**src/rtl/fifo_pkg.sv**
```systemverilog
// Shared async-FIFO definitions used by both pointer blocks.
// Gray helpers work on a 32-bit zero-extended value; callers truncate.
package fifo_pkg;

    localparam int FIFO_ADDRSIZE = 4;
    localparam int GRAY_W = 32;

    typedef logic [GRAY_W-1:0] gray_word_t;

    function automatic gray_word_t bin2gray(input gray_word_t b);
        return (b >> 1) ^ b;
    endfunction

    // Leading zeros of a zero-extended code stay zero, so truncation is exact.
    function automatic gray_word_t gray2bin(input gray_word_t g);
        gray_word_t b;
        b = g;
        for (int i = GRAY_W - 2; i >= 0; i--) begin
            b[i] = b[i+1] ^ g[i];
        end
        return b;
    endfunction

endpackage

```
**src/rtl/wptr_full.sv**
```systemverilog
// Write-side pointer, full/almost-full, level and overflow logic
// for the asynchronous FIFO; every output comes straight from a flop.
module wptr_full
    import fifo_pkg::*;
#(
    parameter int ADDRSIZE     = FIFO_ADDRSIZE,
    parameter int AFULL_MARGIN = 2
) (
    input  logic                wclk,
    input  logic                wrst_n,
    input  logic                winc,
    input  logic [ADDRSIZE:0]   wq2_rptr,
    input  logic                wclr_ovf,
    output logic [ADDRSIZE-1:0] waddr,
    output logic [ADDRSIZE:0]   wptr,
    output logic                wfull,
    output logic                walmost_full,
    output logic [ADDRSIZE:0]   wlevel,
    output logic                woverflow
);

    localparam int PW = ADDRSIZE + 1;
    localparam logic [PW-1:0] DEPTH  = PW'(1) << ADDRSIZE;
    localparam logic [PW-1:0] THRESH = DEPTH - PW'(AFULL_MARGIN);

    logic [PW-1:0] wbin;
    logic [PW-1:0] wbinnext;
    logic [PW-1:0] wgraynext;
    logic [PW-1:0] rbin;
    logic [PW-1:0] full_cmp;
    logic [PW-1:0] level_next;
    logic          push;
    logic          wfull_next;
    logic          afull_next;
    logic          ovf_attempt;

    assign push        = winc && !wfull;
    assign ovf_attempt = winc && wfull;

    assign wbinnext  = wbin + PW'(push);
    assign wgraynext = PW'(bin2gray(GRAY_W'(wbinnext)));
    assign rbin      = PW'(gray2bin(GRAY_W'(wq2_rptr)));

    // Full when the write pointer has lapped the read pointer once.
    assign full_cmp   = {~wq2_rptr[ADDRSIZE:ADDRSIZE-1],
                         wq2_rptr[ADDRSIZE-2:0]};
    assign wfull_next = (wgraynext == full_cmp);

    assign level_next = wbinnext - rbin;
    assign afull_next = (level_next >= THRESH);

    assign waddr = wbin[ADDRSIZE-1:0];

    always_ff @(posedge wclk or negedge wrst_n) begin
        if (!wrst_n) begin
            wbin         <= '0;
            wptr         <= '0;
            wfull        <= 1'b0;
            walmost_full <= 1'b0;
            wlevel       <= '0;
            woverflow    <= 1'b0;
        end else begin
            wbin         <= wbinnext;
            wptr         <= wgraynext;
            wfull        <= wfull_next;
            walmost_full <= afull_next;
            wlevel       <= level_next;
            if (ovf_attempt) begin
                woverflow <= 1'b1;
            end else if (wclr_ovf) begin
                woverflow <= 1'b0;
            end
        end
    end

endmodule
```
**config.mk**
```make
export PLATFORM = sky130hd
export DESIGN_NAME = wptr_full
export DESIGN_NICKNAME = d
export VERILOG_FILES = /design/src/rtl/fifo_pkg.sv /design/src/rtl/wptr_full.sv
export SDC_FILE = /design/constraint.sdc
export NUM_CORES = 1
export LEC_CHECK = 0
export ABC_AREA = 1
export CAP_MARGIN = 20
export CORE_MARGIN = 2
export CORE_UTILIZATION = 43
export DETAILED_ROUTE_END_ITERATION = 6
export PLACE_DENSITY_LB_ADDON = 0.12
export REMOVE_ABC_BUFFERS = 1
export SLEW_MARGIN = 10
export SYNTH_ARGS = -nofsm -noshare
export SYNTH_HDL_FRONTEND = slang
export SYNTH_SLANG_ARGS = --single-unit
```
**constraint.sdc**
```tcl
create_clock -name wclk -period 1.9 [get_ports wclk]
set_input_delay 0.57 -clock wclk [delete_from_list [all_inputs] [get_ports wclk]]
set_output_delay 0.57 -clock wclk [all_outputs]
set_load 0.02 [all_outputs]
```
* After elaboration in Yosys (flattened, before gate mapping)
Cells that the tools add are included.
** Word-level totals
- Register bits :: 18
- Bits in latches :: 0
- Bits in writable memories :: 0
- Memory bits (read-only) :: 0
- Input bits :: 9
- Output and inout port bits :: 17
- Logic and storage cells :: 22
- Memories kept :: 0
** Operators by class
- $add $sub $neg :: 2
- Multiply operators :: 0
- Div/mod/pow operators :: 0
- $lt $le $gt $ge :: 1
- Eq/ne operators :: 1
- Shifts and indexed selects :: 0
- Mux-type cells :: 2
- Bitwise operators :: 6
- Reduce and logical (&&, ||, !) cells :: 4
** Operator list (count)
- $add 5x1->5 :: 1
- $eq 5x5->1 :: 1
- $ge 5x4->1 const B :: 1
- $sub 5x5->5 :: 1
- $xor 4x5->5 :: 1
- $xor 1x1->1 :: 4
- $logic_and 1x1->1 :: 2
- $mux 1 :: 2
- $not 2->2 :: 1
- $reduce_bool 2->1 :: 1
- $logic_not 1->1 :: 1

* Logic depth before layout (Yosys ltp)
Gate-level depths: netlist of the first run.
- Word-level depth :: 6
- Mapped depth :: 14
- Gate-level depth less buffers :: 14

* Least setup slack after synthesis of the first run
OpenSTA, ideal clock, no wires.
- Path kind :: input-to-reg
- From :: input wq2_rptr[4]
- To :: register walmost_full
- Setup time :: 125 ps
- Data arrival time :: 2253 ps
- Required time :: 1775 ps
- Path slack :: -478 ps
- Cell stages on the path :: 14
- Path buffers :: 0
- Cell sequence :: xnor2_1 or2_1 nand2_2 nand2_1 nand3_1 nand2_1 inv_1 ha_1 fa_1 nor2_1 o21a_1 nor2_1 xor2_1 nand2_1
** Between the ends
- Cells in the longest elaborated chain, start to end :: 6
** Ends and longest elaborated chain
- start, declared :: RTL line wptr_full.sv:12 : input logic [ADDRSIZE:0] wq2_rptr,
- $xor 1x1->1 (4 in series) :: RTL line fifo_pkg.sv:19 : b[i] = b[i+1] ^ g[i];
- $sub 5x5->5 (*) :: RTL line wptr_full.sv:49 : assign level_next = wbinnext - rbin;
- $ge 5x4->1 (*) :: RTL line wptr_full.sv:50 : assign afull_next = (level_next >= THRESH);
- net afull_next :: RTL line wptr_full.sv:34 : logic afull_next;
- end signal, assigned :: RTL line wptr_full.sv:66 : walmost_full <= afull_next;
- end, declared :: RTL line wptr_full.sv:17 : output logic walmost_full,
The timed path passes the listed nets; every way through them passes the cells marked *.
A chain may end at the register's enable or synchronous reset.

* Worst setup path after layout of the first run
Same ends and word-level chain as after synthesis.

==> summary.txt, run 1 <==
CTS tree = built
Mapped Area = 1020 um2
Max Slew Vio Count = 0
Port Buffer Count = 25
Ports = 26
Max-cap violations = 0
Iteration-0 DRC Markers = 34
Initial Util = 0.456
DIE HEIGHT = 52.7 um
GRT Total Usage = 0.235
Final Hold Viols = 0
Critical path class = input pin to flop
CORE AREA = 2230 um2
R2R Setup Slk = -0.25 ns
Grt total ovfl = 0
Crit path launch type = input pin
DIE AREA = 2770 um2
Failing checks = negative setup slack
H-tree Lvls = 1
Post-DRT Antenna Nets = 0
Share of cells above drive strength 1 = 0.495
Clock Latency Late Sink = 0.30 ns
Design area = 1850 um2
Compound-cell area share of the yosys netlist = 0.0356
Comb pwr share = 0.750
Sequential area share after synthesis = 0.418
Gpl congestion = 0.814
Number of distinct library cells after synthesis = 22
Routed Wire Length = 3350 um
CP arrival = 2.50 ns
P_sw = 1.57 mW
Req. time, crit path = 2.09 ns
Via density = 5.19
First-pass GRT wire length = 4620 um
First-pass DRT Iterations = 4
Total number of yosys warnings = 0
CP top delay family = simple AND/OR/NAND/NOR gates
Max VDD drop = 1.82 mV
CTS max path bufs = 2
Pin count of the biggest net entering global routing = 18
RSZ-0062 raised after global routing = true
Hold Path Cell Cnt = 3
Flop pwr share = 0.194
Total Nets Final = 213
Cts bufs inserted = 3
Via count = 1163
Setup crit end = walmost_full
Period minus WS final = 2.31 ns
Status = complete, but fails checks
Simple-Gate Fraction of Synth Area = 0.338
Post-Synth Adder-Cell Area = 0.0934
Reg2Reg Depth = 12
Reg2reg start = wfull
Slowest CP cell = fa_2
Initial antenna violation count = 0
LEAKAGE = 0.940 nW
Area Growth Syn to Fin = 81.9%
Synth Area in XOR/XNOR = 0.0344
Synthesized instance count = 127
Pre-CTS WS = -1.10 ns
Worst hold slack = 0.528 ns
Crit path from = wq2_rptr[4]
Number of global-route vias before repair = 1093
Critical-path cell list = buf_8 -> xnor2_4 -> or2_4 -> nand2_4 -> nand2_4 -> nand3_2 -> nand2_2 -> inv_2 -> ha_4 -> fa_2 -> nor2_2 -> o21a_1 -> nor2_1 -> xor2_1 -> nand2_1
Crit path top cell by count = nand2_4
Max Fclk = 433 MHz
Commonest non-fill, non-tap cells in the layout = buf_4 (39), nand2_1 (22), nand3_1 (16), dfrtp_1 (16), clkdlybuf4s50_1 (15)
Syn Area/Cell = 8.02 um2
DP HPWL = 1900 um
Final Worst Setup Slack = -0.409 ns
Most common cell after layout, fill and taps aside = buf_4
Class of the worst hold path = input pin to flop
# rows = 17
Relative slew slack = 0.722
Clock transition at the registers of the reported paths = 0.10 ns
Period utilisation layout = 1.22
P_int = 1.96 mW
Total Power = 3.52 mW
Reg2Reg Capture Point = walmost_full
CTS Sinks = 17
Setup crit end kind = flop
Die W = 52.7 um
Clock Power Share = 0.057
Mux cell area share after synthesis = 0
Largest family of logic cells by synthesized area = simple AND/OR/NAND/NOR gates
Pwr Density = 1900 nW/um2
Drt drc = 0
Clk_skew = 0.00141 ns
Critical path buffer and inverter count = 2
Sw Share = 0.444
Critical Path Fanout Max = 3
Dpl cell area = 1510 um2
Logic depth of the worst path, buffers included = 15
#FFs+latches synth = 17
Inserted Diodes = 0
CP peak stage delay = 0.35 ns
Slew @ Worst Pin = 0.416 ns
Final Setup Violations = 6
Post-layout util = 0.830
Routed len/inst = 15.0 um
CTS root buffer = clkbuf_4
[worst reg2reg max path, delay by kind of cell (launching register included)]
family	cells	cell delay, ns
compound gates	1	0.16
buf+inv	1	0.08
fa+ha+maj	2	0.45
xor+xnor	1	0.23
flops	1	0.42
simple gates	7	0.69
[registers in the layout, summed over array words and instances (netlist names)]
register and count:
walmost_full 1, wlevel 5, wbin 5, wptr 4, wfull 1, woverflow 1
[power by group through the flow]
stage	combinational (mW)	clock [mW]	sequential, mW
2_1_floorplan	0.790	0	0.876
3_3_place_gp	1.90	0	0.658
3_5_place_dp	1.95	0	0.671
4_1_cts	2.27	0.209	0.676
5_1_grt	2.82	0.219	0.701
6_report	2.64	0.199	0.683
[final cells by class]
type                            count  area (um2)
Clock buffer                        4        26.3
Fill cell                         129         380
Inverter                           19        73.8
Multi-Input combinational cell     90         724
Sequential cell                    17         427
Tap cell                           28        35.0
Timing Repair Buffer               66         567
[through the flow]
step / instances / TNS (ns)
3_5_place_dp: 208 / -8.27
4_1_cts: 219 / -1.07
6_report: 224 / -1.47
5_1_grt: 224 / -1.98
2_1_floorplan: 126 / -1.36
3_3_place_gp: 208 / -7.23
[Yosys cell counts]
cell type,instances,share of area
xnor2_1,2,0.017
nor2_2,1,0.0061
nand2_4,1,0.011
o21a_1,1,0.0074
fa_1,1,0.020
ha_1,6,0.074
buf_6,1,0.011
nand2_2,7,0.043
nor2_1,5,0.018
nand3_1,22,0.11
nand3b_1,1,0.0074
a21oi_1,1,0.0049
inv_2,2,0.0074
nand3_2,1,0.0098
nand2_1,33,0.12
o21ai_0,3,0.015
inv_1,17,0.063
o21ai_2,1,0.0086
dfrtp_1,17,0.42
nand4_1,1,0.0061
or2_1,1,0.0061
xor2_1,2,0.017
[logic make-up after synthesis]
kind of cell | count (synthesis)
flip-flops | 17
buffers and inverters | 20
XOR/XNOR | 4
AO/OA/AOI/OAI | 6
AND/OR/NAND/NOR | 73
adder cells (fa/ha/maj) | 7
[layer usage]
| metal | global-route usage | wire length [um] | up-vias |
|---|---|---|---|
| li1 | - | - | 542 |
| met1 | 0.283 | 1350 | 561 |
| met2 | 0.415 | 1760 | 55 |
| met3 | 0.0286 | 193 | 5 |
| met4 | 0.103 | 49 | 0 |
| met5 | 0 | 0 | - |
[how the worst min path moves through the flow]
stage | slack (ns) | start | end
4_1_cts | 0.52 | winc | woverflow
3_3_place_gp | 0.52 | woverflow | woverflow
3_5_place_dp | 0.53 | woverflow | woverflow
5_1_grt | 0.55 | winc | woverflow
6_report | 0.53 | winc | woverflow
2_1_floorplan | 0.27 | wrst_n | walmost_full
[what timing repair did]
item                                    in CTS  in global routing
pin swaps                                   22                 17
setup buffers                                8                  6
hold buffers                                 0                  0
endpoints found under the setup margin      15                  8
resized for setup                           58                 20
(Power assumes the default switching activity.)
==> inputs of run 2 (changes only) <==
--- a/config.mk
+++ b/config.mk
@@ -10,6 +10,7 @@
 export CORE_MARGIN = 2
 export CORE_UTILIZATION = 43
 export DETAILED_ROUTE_END_ITERATION = 6
+export GPL_ROUTABILITY_DRIVEN = 0
 export PLACE_DENSITY_LB_ADDON = 0.12
 export REMOVE_ABC_BUFFERS = 1
 export SLEW_MARGIN = 10
==> results of run 2 <==
Same layout as run 1: the final DEF is identical, and so are final timing and power.
